## src/rtl/mem_fifo_ctrl.sv

```systemverilog
// FIFO controller for an external 1R1W masked SRAM macro.
// A 2-entry output buffer hides the macro's 1-cycle read latency.
module mem_fifo_ctrl #(
  parameter int DEPTH      = 32,
  parameter int ADDR_WIDTH = 5,
  parameter int WIDTH      = 64,
  parameter int MASK_GRAN  = 8,
  localparam int MASK_WIDTH = WIDTH / MASK_GRAN
) (
  input  logic                    clk,
  input  logic                    rst_n,
  input  logic                    enq_valid,
  output logic                    enq_ready,
  input  logic [WIDTH-1:0]        enq_data,
  output logic                    deq_valid,
  input  logic                    deq_ready,
  output logic [WIDTH-1:0]        deq_data,
  output logic [ADDR_WIDTH+1:0]   count,
  output logic [ADDR_WIDTH-1:0]   mem_r_addr,
  output logic                    mem_r_en,
  input  logic [WIDTH-1:0]        mem_r_data,
  output logic [ADDR_WIDTH-1:0]   mem_w_addr,
  output logic                    mem_w_en,
  output logic [WIDTH-1:0]        mem_w_data,
  output logic [MASK_WIDTH-1:0]   mem_w_mask
);

  localparam logic [ADDR_WIDTH:0] L_DEPTH = (ADDR_WIDTH+1)'(DEPTH);

  logic [ADDR_WIDTH-1:0] r_wptr;
  logic [ADDR_WIDTH-1:0] r_rptr;
  logic [ADDR_WIDTH:0]   r_mem_cnt;
  logic                  r_inflight;
  logic [WIDTH-1:0]      r_ob0;
  logic [WIDTH-1:0]      r_ob1;
  logic [1:0]            r_ob_cnt;

  logic                  w_enq_fire;
  logic                  w_deq_fire;
  logic                  w_rd_fire;
  logic [1:0]            w_ob_left;
  logic [1:0]            w_ob_cnt_nxt;
  logic [WIDTH-1:0]      w_ob0_nxt;
  logic [WIDTH-1:0]      w_ob1_nxt;

  assign enq_ready  = (r_mem_cnt < L_DEPTH);
  assign deq_valid  = (r_ob_cnt != 2'd0);
  assign w_enq_fire = rst_n & enq_valid & enq_ready;
  assign w_deq_fire = rst_n & deq_valid & deq_ready;
  assign w_ob_left  = r_ob_cnt - {1'b0, w_deq_fire};

  // Issue a read only if the buffer can absorb it after this cycle's pop.
  assign w_rd_fire = rst_n & (r_mem_cnt != '0) &
                     ((w_ob_left + {1'b0, r_inflight}) < 2'd2);

  assign mem_w_en   = w_enq_fire;
  assign mem_w_addr = r_wptr;
  assign mem_w_data = enq_data;
  assign mem_w_mask = {MASK_WIDTH{w_enq_fire}};
  assign mem_r_en   = w_rd_fire;
  assign mem_r_addr = r_rptr;
  assign deq_data   = r_ob0;

  assign count = {1'b0, r_mem_cnt}
               + {{ADDR_WIDTH{1'b0}}, r_ob_cnt}
               + {{(ADDR_WIDTH+1){1'b0}}, r_inflight};

  // Pop the head first, then land returning read data at the new tail.
  always_comb begin
    w_ob0_nxt    = r_ob0;
    w_ob1_nxt    = r_ob1;
    w_ob_cnt_nxt = w_ob_left + {1'b0, r_inflight};
    if (w_deq_fire) begin
      w_ob0_nxt = r_ob1;
    end
    if (r_inflight) begin
      if (w_ob_left == 2'd0) begin
        w_ob0_nxt = mem_r_data;
      end else begin
        w_ob1_nxt = mem_r_data;
      end
    end
  end

  always_ff @(posedge clk) begin
    if (!rst_n) begin
      r_wptr     <= '0;
      r_rptr     <= '0;
      r_mem_cnt  <= '0;
      r_inflight <= 1'b0;
      r_ob0      <= '0;
      r_ob1      <= '0;
      r_ob_cnt   <= '0;
    end else begin
      if (w_enq_fire) begin
        r_wptr <= r_wptr + 1'b1;
      end
      if (w_rd_fire) begin
        r_rptr <= r_rptr + 1'b1;
      end
      r_mem_cnt  <= r_mem_cnt
                  + (ADDR_WIDTH+1)'(w_enq_fire)
                  - (ADDR_WIDTH+1)'(w_rd_fire);
      r_inflight <= w_rd_fire;
      r_ob0      <= w_ob0_nxt;
      r_ob1      <= w_ob1_nxt;
      r_ob_cnt   <= w_ob_cnt_nxt;
    end
  end

endmodule
```

## config.mk

```make
export PLATFORM = sky130hd
export DESIGN_NAME = mem_fifo_ctrl
export DESIGN_NICKNAME = d
export VERILOG_FILES = /design/src/rtl/mem_fifo_ctrl.sv
export SDC_FILE = /design/constraint.sdc
export NUM_CORES = 1
export LEC_CHECK = 0
export CORE_MARGIN = 8
export CORE_UTILIZATION = 40
export CTS_BUF_LIST = sky130_fd_sc_hd__clkbuf_2
export CTS_CLUSTER_DIAMETER = 30
export DETAILED_ROUTE_END_ITERATION = 16
export PLACE_DENSITY = 0.81
export RECOVER_POWER = 25
export SLEW_MARGIN = 20
export SYNTH_ARGS = -nofsm -noshare
export SYNTH_HDL_FRONTEND = slang
export SYNTH_SLANG_ARGS = --single-unit
export TNS_END_PERCENT = 10
```

## constraint.sdc

```tcl
create_clock -name clk -period 3.3 [get_ports clk]
set_input_delay 0.495 -clock clk [delete_from_list [all_inputs] [get_ports clk]]
set_output_delay 0.495 -clock clk [all_outputs]
set_load 0.005 [all_outputs]
```

==> impl_summary.md <==
Global route
The global routing stage identified its most utilized layer as met2. Global routing used 23.2% of the available met2 tracks. The global routing usage on met1 is 17.0%. The number of global-route vias before repair is 5119. The initial antenna violation count is 0. The first-pass GRT wire length is 26000 µm. Global routing used 14.6% of the available tracks across all layers. The total overflow left after global routing is 0. The routing usage on met3 is 6.15%. The largest net degree at the start of global routing is 95.

Die
The floorplan step set the die width to 147 µm. The area enclosed by the die boundary is 0.0216 mm². The die is 147 µm tall. Row generation in the floorplan step produced 48 rows. For this design the top-level I/O count stands at 289.

The area of the placeable core is 0.0170 mm². The effective utilization at floorplan is 40.3%.

Logic synthesis
The gate count after technology mapping is 693. The number of nets in the synthesized netlist is 844. The share of the Yosys chip area taken by registers is 42.9%.

The number of synthesis warnings is 0. The multiplexer area fraction after synthesis is 18.7%. By area, the combinational part of the netlist is dominated by multiplexers. The post-synthesis share of cell area spent on and, or, nand and nor gates is 10.6%.

The average instance area after synthesis is 9.89 µm². The post-synth design cell area is 0.00686 mm². The post-synthesis compound-gate area fraction is 8.05%.

The number of distinct library cell variants in the gate-level netlist after synthesis is 38. The post-synthesis share of cell area spent on full adders, half adders and majority gates is 3.80%. After synthesis the netlist holds a flip-flop and latch count of 147. The share of the synthesized netlist area taken by xor and xnor gates is 2.28%.

Final layout
The finished cells cover 0.00844 mm². From synthesis to final layout, the design area changed by 23.1%. The non-filler instance count after layout is 1011.

At the end of the flow, the number of nets in the layout was 924. Cells with a size suffix above 1 make up 9.54% of the layout. In the layout the commonest cells are sky130_fd_sc_hd__clkdlybuf4s50_1, sky130_fd_sc_hd__dfxtp_1, sky130_fd_sc_hd__nor2_1, sky130_fd_sc_hd__mux2i_1, sky130_fd_sc_hd__a211oi_1. The number of antenna diodes in the final layout is 0.

The library cell used most frequently in the layout, excluding fill and tap cells, is sky130_fd_sc_hd__clkdlybuf4s50_1.

Min path
In this run the most critical hold path is launched from mem_r_data[60]. The worst hold path belongs to the class primary input to flip-flop.

Status
The flow ran to the end, and the final reports show no timing, DRC or antenna violations.

Placement
The HPWL after detailed placement is 10700 µm. In this run the tool buffered the top-level ports with 160 buffer cells. At the end of routability-driven placement, the weighted congestion stood at 0.757. The number of cells after detailed placement is 977. In this run the cell area measured after placement is 0.00811 mm².

Routing
The wire length after detailed routing is 15600 µm. The via count is 4976. The total iterations of the first detailed-routing run is 4. The via density per instance is 4.92.

In the final routed layout, each cell accounts on average for 15.5 µm. The starting DRC count in detailed routing is 208. The residual antenna-violating net count after detailed routing is 0. The count of unresolved DRC violations after routing is 0.

Critical path
The worst setup path is launched from a flip-flop. The origin of the worst setup path is r_ob_cnt[0]. The startpoint identified for the worst register-to-register timing path is r_ob_cnt[0].

The worst setup path category is flip-flop to flip-flop. The data required time of the worst path is 3860 ps. In this run the worst path has a maximum fanout of 2. For the worst setup path, the data arrival time is 3670 ps.

The worst setup path is captured at a flip-flop.

STA
Based on the critical path, the design can be clocked at up to 321 MHz. The final count of negative-setup-slack endpoints is 0. The worst slew margin relative to its limit is 18.8%. The worst clock skew is 18.7 ps. The aggregate negative setup slack is 0 ps.

The period utilization is 94.4%. The number of max-slew violations in the final report is 0. The count of final hold-check violations is 0.

The minimum period implied by the final worst setup slack is 3110 ps. Setup repair after global routing could not meet its margin everywhere. At the pin with the least slew margin, the transition time is 1220 ps. The worst hold slack across all endpoints is 391 ps.

Clock network
The clock edge transition at the registers on the reported setup and hold paths is 230 ps. The number of buffers created by CTS is 17. The level count of the clock H-tree is 4. The largest buffer count on any clock path is 2.

TritonCTS built the clock tree. The clock latency on the worst-skew pair is 690 ps. The root buffer cell chosen for the clock tree is sky130_fd_sc_hd__clkbuf_2. The number of clock sinks seen by CTS is 147.

Power and ir drop
The static leakage power is 3.52 nW. The power per unit of standard cell area is 928 mW/mm². The worst-case IR drop observed on VDD is 463 µV.

Overall power consumption after layout is estimated at 7.83 mW.

Job
Max-cap violations in this run came to 0.
-- cells by family after synthesis --
| kind of cell | count (synthesis) |
|---|---|
| muxes | 128 |
| buffers and inverters | 134 |
| AOI/OAI and AO/OA | 76 |
| DFF | 147 |
| adders and majority gates | 19 |
| xor gates and xnor gates | 16 |
| and+or+nand+nor | 173 |
-- worst max-delay path, cell delays in order, from the launching register on --
cell,delay (ps)
sky130_fd_sc_hd__dfxtp_2,370
sky130_fd_sc_hd__or2_4,260
sky130_fd_sc_hd__nand3_4,90
sky130_fd_sc_hd__inv_4,40
sky130_fd_sc_hd__ha_4,250
sky130_fd_sc_hd__inv_2,40
sky130_fd_sc_hd__ha_4,140
sky130_fd_sc_hd__xor3_2,250
sky130_fd_sc_hd__nor3_4,140
sky130_fd_sc_hd__buf_4,130
sky130_fd_sc_hd__ha_1,210
sky130_fd_sc_hd__inv_1,60
sky130_fd_sc_hd__ha_2,180
sky130_fd_sc_hd__inv_2,40
sky130_fd_sc_hd__fa_2,350
sky130_fd_sc_hd__nand2b_4,140
sky130_fd_sc_hd__a21oi_2,130
sky130_fd_sc_hd__o21a_1,140
sky130_fd_sc_hd__nor3_1,40
-- layer usage --
| metal | part of all wire (%) | wire length (µm) |
|---|---|---|
| met1 | 45 | 6980 |
| met2 | 46 | 7200 |
| met3 | 7.1 | 1110 |
| met4 | 2.3 | 358 |
| met5 | 0 | 0 |
-- cells in the mapped netlist (all sizes together) --
cell type,instances,share of area (%)
nand4,3,0.27
and4bb,1,0.18
clkbuf,19,1.0
dfxtp,147,43
and3b,1,0.13
a21oi,4,0.29
fa,3,0.88
inv,17,0.93
xnor2,10,1.3
nor2,140,7.7
a21o,1,0.11
nand3,6,0.51
a211oi,64,7.0
o21ai,4,0.29
mux2i,128,19
nor2b,1,0.091
a41oi,1,0.13
xor2,5,0.64
o21a,1,0.11
nor3b,1,0.18
or2,1,0.13
nor4,2,0.18
nand2,5,0.27
o211ai,1,0.11
nor3,6,0.44
or3,1,0.091
buf,98,12
and2,3,0.27
and3,1,0.091
ha,16,2.9
xor3,1,0.36
nand2b,1,0.091
-- state kept, by name, summed over array words and instances (netlist names) --
register and flops:
r_ob_cnt 2, r_ob1 64, deq_data 64, r_mem_cnt 6
mem_r_addr 5, r_inflight 1, mem_w_addr 5
-- final cells by class --
type	instances	area (µm²)
fill	1554	8560
multi-input combinational	412	3070
sequential	147	2950
timing repair buffer	178	1760
tap	225	282
clock inverter	15	229
clock buffer	17	85.1
inverter	17	68.8
-- through the flow --
| stage | setup slack, ps | utilization (%) |
|---|---|---|
| after floorplan | -171 | - |
| after global placement | -246 | 47.7 |
| after detailed placement | -306 | 47.7 |
| after CTS | 1.87 | 49.7 |
| after global routing | -0.209 | 49.7 |
| final | 186 | 49.7 |
-- worst paths after layout --
check | endpoint | slack, ps | cells after the start
max reg2reg | r_mem_cnt[4] | 190 | 18
min | deq_data[60] | 390 | 3
max | r_mem_cnt[4] | 190 | 18
min reg2reg | mem_w_addr[1] | 520 | 2
-- timing repair --
item | CTS | global route
pin swaps | 2 | 2
setup endpoints to repair | 7 | 7
setup buffers | 2 | 0
hold buffers | 0 | 0
resized for setup | 5 | 5
-- power by group --
group / switching (mW) / internal [mW] / total, mW
Combinational: 1.72 / 2.06 / 3.78
Sequential: 0.362 / 2.40 / 2.76
Clock: 0.705 / 0.584 / 1.29
(Power assumes the default switching activity.)
